<file path="src/rtl/vend_ctrl_multi.sv">
// vend_ctrl_multi: parametrised multi-item coin vending controller.
// Credit builds from batched low/high-denomination deposits. Any of NUM_ITEMS
// items is sold at a table-set price. Change is paid one coin per cycle,
// highest denomination first.
// Optional feature: define VEND_TIMEOUT_EN to enable an idle counter in CREDIT.
// When the counter reaches TIMEOUT_CYC it pulses timeout_flag and refunds the
// full credit. Without the macro, credit is held indefinitely and
// timeout_flag is tied low.
module vend_ctrl_multi #(
  parameter int                           NUM_ITEMS   = 4,
  parameter int                           PRICE_W     = 8,
  parameter logic [NUM_ITEMS*PRICE_W-1:0] PRICE_TABLE = 32'h281E190F,
  parameter int                           COIN_W      = 4,
  parameter int                           CREDIT_W    = 8,
  parameter int                           DENOM_LO    = 5,
  parameter int                           DENOM_HI    = 10,
  parameter int                           TIMEOUT_CYC = 1024
) (
  input  logic                         clk,
  input  logic                         reset_n,
  input  logic                         coin_valid,
  input  logic [COIN_W-1:0]            coin_lo_cnt,
  input  logic [COIN_W-1:0]            coin_hi_cnt,
  input  logic                         sel_valid,
  input  logic [$clog2(NUM_ITEMS)-1:0] sel_idx,
  input  logic                         cancel,
  output logic [CREDIT_W-1:0]          credit,
  output logic                         busy,
  output logic                         dispense_valid,
  output logic [$clog2(NUM_ITEMS)-1:0] dispense_idx,
  output logic                         change_hi,
  output logic                         change_lo,
  output logic                         coin_reject,
  output logic                         err_insufficient,
  output logic                         timeout_flag
);

  localparam int SEL_W = $clog2(NUM_ITEMS);
  localparam int VAL_W = CREDIT_W + 1;
  localparam int SUM_W = CREDIT_W + 2;
  localparam int CMP_W = (CREDIT_W > PRICE_W) ? CREDIT_W : PRICE_W;

  localparam logic [SUM_W-1:0]    CREDIT_MAX_X = {2'b00, {CREDIT_W{1'b1}}};
  localparam logic [VAL_W-1:0]    LO_V         = VAL_W'(DENOM_LO);
  localparam logic [VAL_W-1:0]    HI_V         = VAL_W'(DENOM_HI);
  localparam logic [CREDIT_W-1:0] LO_C         = CREDIT_W'(DENOM_LO);
  localparam logic [CREDIT_W-1:0] HI_C         = CREDIT_W'(DENOM_HI);
  localparam logic [SEL_W:0]      IDX_LIMIT    = (SEL_W+1)'(NUM_ITEMS);

  typedef enum logic [1:0] {
    ST_IDLE   = 2'd0,
    ST_CREDIT = 2'd1,
    ST_VEND   = 2'd2,
    ST_CHANGE = 2'd3
  } state_t;

  // Price lookup from the packed table; unknown indices read as zero.
  function automatic logic [PRICE_W-1:0] price_of(input logic [SEL_W-1:0] idx);
    logic [PRICE_W-1:0] p;
    p = '0;
    for (int i = 0; i < NUM_ITEMS; i++) begin
      if (idx == SEL_W'(i)) begin
        p = PRICE_TABLE[i*PRICE_W +: PRICE_W];
      end
    end
    return p;
  endfunction

  state_t              state_r, state_nxt_s;
  logic [CREDIT_W-1:0] credit_r, credit_nxt_s;
  logic                busy_r;
  logic                dv_r, dv_nxt_s;
  logic [SEL_W-1:0]    idx_r, idx_nxt_s;
  logic                chi_r, chi_nxt_s;
  logic                clo_r, clo_nxt_s;
  logic                rej_r, rej_nxt_s;
  logic                err_r, err_nxt_s;
  logic                to_nxt_s;

  logic [VAL_W-1:0]    value_s;
  logic [SUM_W-1:0]    sum_s;
  logic                over_s;
  logic [PRICE_W-1:0]  price_s;
  logic [CREDIT_W-1:0] price_c_s;
  logic                sel_ok_s;
  logic                step_hi_s;
  logic [CREDIT_W-1:0] change_rem_s;

`ifdef VEND_TIMEOUT_EN
  localparam int TO_W = $clog2(TIMEOUT_CYC) + 1;
  localparam logic [TO_W-1:0] TO_LAST = TO_W'(TIMEOUT_CYC - 1);
  logic [TO_W-1:0] idle_cnt_r, idle_cnt_nxt_s;
  logic            timeout_r;
`endif

  // Deposit arithmetic, overflow detection and purchase qualification.
  always_comb begin
    value_s   = VAL_W'(coin_lo_cnt) * LO_V + VAL_W'(coin_hi_cnt) * HI_V;
    sum_s     = {1'b0, value_s} + {2'b00, credit_r};
    over_s    = (sum_s > CREDIT_MAX_X);
    price_s   = price_of(sel_idx);
    price_c_s = CREDIT_W'(price_s);
    sel_ok_s  = ({1'b0, sel_idx} < IDX_LIMIT) &&
                (CMP_W'(credit_r) >= CMP_W'(price_s));
  end

  // One change coin: high denomination when it fits, else low.
  always_comb begin
    step_hi_s = (credit_r >= HI_C);
    if (step_hi_s) begin
      change_rem_s = credit_r - HI_C;
    end else if (credit_r >= LO_C) begin
      change_rem_s = credit_r - LO_C;
    end else begin
      change_rem_s = '0;
    end
  end

  // Next-state and next-output logic.
  always_comb begin
    state_nxt_s  = state_r;
    credit_nxt_s = credit_r;
    dv_nxt_s     = 1'b0;
    idx_nxt_s    = idx_r;
    chi_nxt_s    = 1'b0;
    clo_nxt_s    = 1'b0;
    rej_nxt_s    = 1'b0;
    err_nxt_s    = 1'b0;
    to_nxt_s     = 1'b0;
`ifdef VEND_TIMEOUT_EN
    idle_cnt_nxt_s = '0;
`endif
    case (state_r)
      ST_IDLE, ST_CREDIT: begin
        if (cancel) begin
          if (state_r == ST_CREDIT) begin
            state_nxt_s = ST_CHANGE;
          end else begin
            state_nxt_s = ST_IDLE;
          end
        end else if (coin_valid) begin
          if (value_s == '0) begin
            credit_nxt_s = credit_r;
          end else if (over_s) begin
            rej_nxt_s = 1'b1;
          end else begin
            credit_nxt_s = sum_s[CREDIT_W-1:0];
            state_nxt_s  = ST_CREDIT;
          end
        end else if (sel_valid) begin
          if ((state_r == ST_CREDIT) && sel_ok_s) begin
            state_nxt_s  = ST_VEND;
            dv_nxt_s     = 1'b1;
            idx_nxt_s    = sel_idx;
            credit_nxt_s = credit_r - price_c_s;
          end else begin
            err_nxt_s = 1'b1;
          end
        end else begin
`ifdef VEND_TIMEOUT_EN
          if (state_r == ST_CREDIT) begin
            if (idle_cnt_r >= TO_LAST) begin
              to_nxt_s    = 1'b1;
              state_nxt_s = ST_CHANGE;
            end else begin
              idle_cnt_nxt_s = idle_cnt_r + TO_W'(1);
            end
          end else begin
            idle_cnt_nxt_s = '0;
          end
`else
          state_nxt_s = state_r;
`endif
        end
      end
      ST_VEND, ST_CHANGE: begin
        if (credit_r == '0) begin
          state_nxt_s = ST_IDLE;
        end else begin
          chi_nxt_s    = step_hi_s;
          clo_nxt_s    = ~step_hi_s;
          credit_nxt_s = change_rem_s;
          if (change_rem_s == '0) begin
            state_nxt_s = ST_IDLE;
          end else begin
            state_nxt_s = ST_CHANGE;
          end
        end
      end
      default: begin
        state_nxt_s  = ST_IDLE;
        credit_nxt_s = '0;
      end
    endcase
  end

  // FSM state, credit and registered output pulses.
  always_ff @(posedge clk or negedge reset_n) begin
    if (!reset_n) begin
      state_r  <= ST_IDLE;
      credit_r <= '0;
      busy_r   <= 1'b0;
      dv_r     <= 1'b0;
      idx_r    <= '0;
      chi_r    <= 1'b0;
      clo_r    <= 1'b0;
      rej_r    <= 1'b0;
      err_r    <= 1'b0;
    end else begin
      state_r  <= state_nxt_s;
      credit_r <= credit_nxt_s;
      busy_r   <= (state_nxt_s == ST_VEND) || (state_nxt_s == ST_CHANGE);
      dv_r     <= dv_nxt_s;
      idx_r    <= idx_nxt_s;
      chi_r    <= chi_nxt_s;
      clo_r    <= clo_nxt_s;
      rej_r    <= rej_nxt_s;
      err_r    <= err_nxt_s;
    end
  end

`ifdef VEND_TIMEOUT_EN
  // Idle counter and auto-refund pulse.
  always_ff @(posedge clk or negedge reset_n) begin
    if (!reset_n) begin
      idle_cnt_r <= '0;
      timeout_r  <= 1'b0;
    end else begin
      idle_cnt_r <= idle_cnt_nxt_s;
      timeout_r  <= to_nxt_s;
    end
  end
  assign timeout_flag = timeout_r;
`else
  assign timeout_flag = 1'b0;
`endif

  assign credit           = credit_r;
  assign busy             = busy_r;
  assign dispense_valid   = dv_r;
  assign dispense_idx     = idx_r;
  assign change_hi        = chi_r;
  assign change_lo        = clo_r;
  assign coin_reject      = rej_r;
  assign err_insufficient = err_r;

endmodule

</file>
<file path="config.mk">
export PLATFORM = sky130hd
export DESIGN_NAME = vend_ctrl_multi
export DESIGN_NICKNAME = d
export VERILOG_FILES = /design/src/rtl/vend_ctrl_multi.sv
export SDC_FILE = /design/constraint.sdc
export NUM_CORES = 1
export LEC_CHECK = 0
export CORE_AREA = 2 2 123 65
export CTS_BUF_LIST = sky130_fd_sc_hd__clkbuf_16
export CTS_CLUSTER_DIAMETER = 60
export DETAILED_ROUTE_END_ITERATION = 8
export DIE_AREA = 0 0 125 67
export GPL_TIMING_DRIVEN = 0
export RECOVER_POWER = 25
export SKIP_LAST_GASP = 1
export SYNTH_ARGS = -nofsm -noshare
export SYNTH_HDL_FRONTEND = slang
export SYNTH_SLANG_ARGS = --single-unit
</file>
<file path="constraint.sdc">
create_clock -name clk -period 4.3 [get_ports clk]
set_clock_uncertainty 0.05 [all_clocks]
set_input_delay 0.43 -clock clk [delete_from_list [all_inputs] [get_ports clk]]
set_output_delay 0.43 -clock clk [all_outputs]
set_load 0.01 [all_outputs]
</file>
==> results.tsv <==
metric	value	unit
number of core rows	22	
count of final setup violators	0	
maximum resistive drop on vdd	0.241	mV
Worst Hold Depth	2	
share of synthesized flip-flops with an asynchronous set or reset	1.00	
clock root buffer	sky130_fd_sc_hd__clkbuf_16	
count of unresolved DRC violations after routing	0	
instance count of the mapped netlist	296	
start point of the critical path	coin_lo_cnt[2]	
Initial DRT Pass Iterations	4	
synthesized area	2520	um^2
count of max-cap constraint violations	0	
Placeable Area	7210	um^2
most common cell in the synthesized netlist	sky130_fd_sc_hd__ha_1	
fraction of power spent switching nets	0.495	
crit-path cells	dlygate4sd2_1 > ha_4 > fa_1 > fa_2 > a21o_1 > a211oi_2 > nor2_1 > ha_2 > o21a_1 > o211ai_1 > nor4b_2 > mux2i_2 > o311ai_2 > and2_1 > buf_6 > mux2_2	
overall power	2.44	mW
leading post-synthesis cells by cell area	sky130_fd_sc_hd__ha_1 (20%), sky130_fd_sc_hd__dfrtp_1 (18%), sky130_fd_sc_hd__fa_1 (4.8%), sky130_fd_sc_hd__nor2_1 (4.3%), sky130_fd_sc_hd__o21ai_0 (3.4%)	
fmax	239	MHz
layout overhead on the synthesized area	29.3	%
P_leak	1.39	nW
setup repair after global routing missed its margin	yes	
total congestion overflow	0	
Primary FF master, synth	sky130_fd_sc_hd__dfrtp_1	
post-synthesis sequential element count	18	
number of standard cells in the final layout excluding fillers	439	
layout cell share with drive strength beyond 1	0.178	
Synth top area share	0.199	
final design area excluding fillers	3260	um^2
Post-Route WL	7590	um
max_slew headroom	0.422	
number of sinks on the clock net	18	
detail-routed net length per standard cell	17.3	um
reg-to-reg critical path startpoint	credit[1]	
count of hold buffers inserted by post-cts repair	0	
initial standard-cell utilization of the core	0.349	
maximum number of pins on one net before global-route repair	19	
Min-Delay Path Class	register to register	
part of the Yosys area used for sequential elements	0.179	
Power Density	748	nW/um^2
transition time at the pin with the least slew margin	0.864	ns
Final Net Count	405	
largest stage delay on the critical path	0.50	ns
number of placed I/O pins	32	
Register-to-Register Setup Slack	0.87	ns
crit path max-delay cell type	sky130_fd_sc_hd__fa_1	
final number of hold-violating endpoints	0	
Internal	1.23	mW
hold wc startpoint	dispense_idx[1]	
Unique masters post-synth	62	
endpoint kind of the worst setup timing path	register	
sequential fraction of design power	0.151	
x dimension of the die	125	um
post-synth top area cell	sky130_fd_sc_hd__ha_1	
last weighted congestion value of the routability-driven placer	0.891	
global-route wire length before repair	12000	um
number of warning messages in the yosys log	0	
CTS tree	done	
WP data required	4.39	ns
CP Data Arrival Time	4.28	ns
Final ANT Viol Nets	0	
Die Outline Area	8380	um^2
Max Slew Vio Count	0	
count of input and output buffers	29	
fraction of power consumed by the clock network	0.078	
ant diodes	0	
global-route total usage across every layer	0.179	
Iteration-0 DRC Markers	167	
maximum number of buffers from clock root to sink	2	
count of flip-flops with a built-in enable after synthesis	0	
final clock period utilization by the worst path	0.974	
via density per instance	5.68	
final critical-path required period	4.19	ns
cell total after placement	421	
startpoint types	input pin	
worst r2r path cells	10	
instance area at placement	2930	um^2
via count of the first global-routing pass	2409	
status	complete, no violations	
placed wire-length estimate after detailed placement	5670	um
Final Util	0.452	
critical path class	input pin to register	
P_sw	1.21	mW
syn avg cell area	8.51	um^2
worst hold slack after final layout	0.436	ns
peak fanout along the critical path	5	
TritonCTS buffer count	3	
clock-pin slew of the registers on the worst-case setup and hold paths	0.06	ns
Die Y	67	um
latest clock arrival within the worst-skew pair	0.25	ns
maximum level of the CTS H-tree	1	
combinational fraction of design power	0.771	
Post-Syn Nets	357	
initial antenna violation count	0	
routed via count	2492	
commonest cells in the synthesized netlist	sky130_fd_sc_hd__ha_1 (40), sky130_fd_sc_hd__nor2_1 (29), sky130_fd_sc_hd__inv_1 (21), sky130_fd_sc_hd__dfrtp_1 (18), sky130_fd_sc_hd__o21ai_0 (17)	
-- layout make-up --
class / count / area [um^2]
fillers: 717 / 3950
well taps: 96 / 120
multi-input cells: 246 / 2090
plain buffers: 11 / 70.1
clock inverters: 1 / 3.75
flip-flops and latches: 18 / 450
inverters: 21 / 78.8
repair buffers: 43 / 370
clock buffers: 3 / 75.1
-- metal layers --
layer	wire, um	up-vias	track usage
met5	0	-	0
met4	159	0	0.0458
met3	498	17	0.0297
met2	3430	93	0.300
met1	3500	1193	0.241
li1	-	1189	-
-- state kept, by name, summed over array words and instances, names as in the netlist --
name / cells
change_hi: 1
err_insufficient: 1
credit: 8
state_r: 2
change_lo: 1
busy: 1
coin_reject: 1
dispense_valid: 1
dispense_idx: 2
-- power by group through the flow --
stage	combinational (mW)	sequential (mW)	clock (mW)
4_1_cts	1.78	0.366	0.193
2_1_floorplan	1.15	0.351	0
5_1_grt	2.04	0.376	0.202
6_report	1.88	0.367	0.190
3_3_place_gp	1.59	0.366	0
3_5_place_dp	1.63	0.369	0
-- cell families (layout without fill, tap and decap cells) --
kind of cell / Yosys count / after routing / synth area share
and+or+nand+nor: 92 / 92 / 0.188
AOI/OAI and AO/OA: 91 / 91 / 0.268
adders and majority gates: 46 / 46 / 0.246
buffers and inverters: 32 / 79 / 0.0576
DFF: 18 / 18 / 0.179
xor gates and xnor gates: 10 / 10 / 0.0348
muxes: 6 / 6 / 0.0248
other: 1 / 1 / 0.00149
-- worst max-delay path: cells and delay by family --
| kind | cells | cell delay [ns] |
|---|---|---|
| AND/OR/NAND/NOR | 3 | 0.54 |
| adder cells (fa/ha/maj) | 4 | 1.40 |
| AO/OA/AOI/OAI | 5 | 1.00 |
| buffers and inverters | 2 | 0.41 |
| multiplexers | 2 | 0.48 |
-- final timing paths --
| path | to |
|---|---|
| min reg2reg | dispense_idx[1] |
| min | dispense_idx[1] |
| max reg2reg | credit[4] |
| max in group asynchronous | dispense_idx[0] |
| min in group asynchronous | credit[6] |
| max | credit[4] |
-- layout by cell type (no fill, tap or decap), types with 6 or more instances in the layout --
cell                              count
sky130_fd_sc_hd__clkdlybuf4s50_1     19
sky130_fd_sc_hd__o21a_1               7
sky130_fd_sc_hd__a21oi_1             12
sky130_fd_sc_hd__ha_1                28
sky130_fd_sc_hd__nor3_1               9
sky130_fd_sc_hd__a31oi_1              6
sky130_fd_sc_hd__dfrtp_1             18
sky130_fd_sc_hd__buf_4               17
sky130_fd_sc_hd__xor2_1               6
sky130_fd_sc_hd__nor2_1              29
sky130_fd_sc_hd__o21ai_0             15
sky130_fd_sc_hd__nand2_1             16
sky130_fd_sc_hd__ha_4                10
sky130_fd_sc_hd__inv_1               21
-- metrics by stage --
step | TNS, ns | worst slack, ns
floorplan | 0 | 0.00583
global placement | -6.59 | -0.933
detailed placement | -7.58 | -1.03
CTS | 0 | 0.00908
global route | -0.0756 | -0.0374
finish | 0 | 0.113
-- timing repair --
action | CTS | global route
setup endpoints to repair | 10 | 8
pin swaps | 21 | 19
endpoints found under the hold margin | 0 | 0
buffers inserted | 10 | 4
resized for setup | 34 | 20
Power figures use the tool's default switching activity.
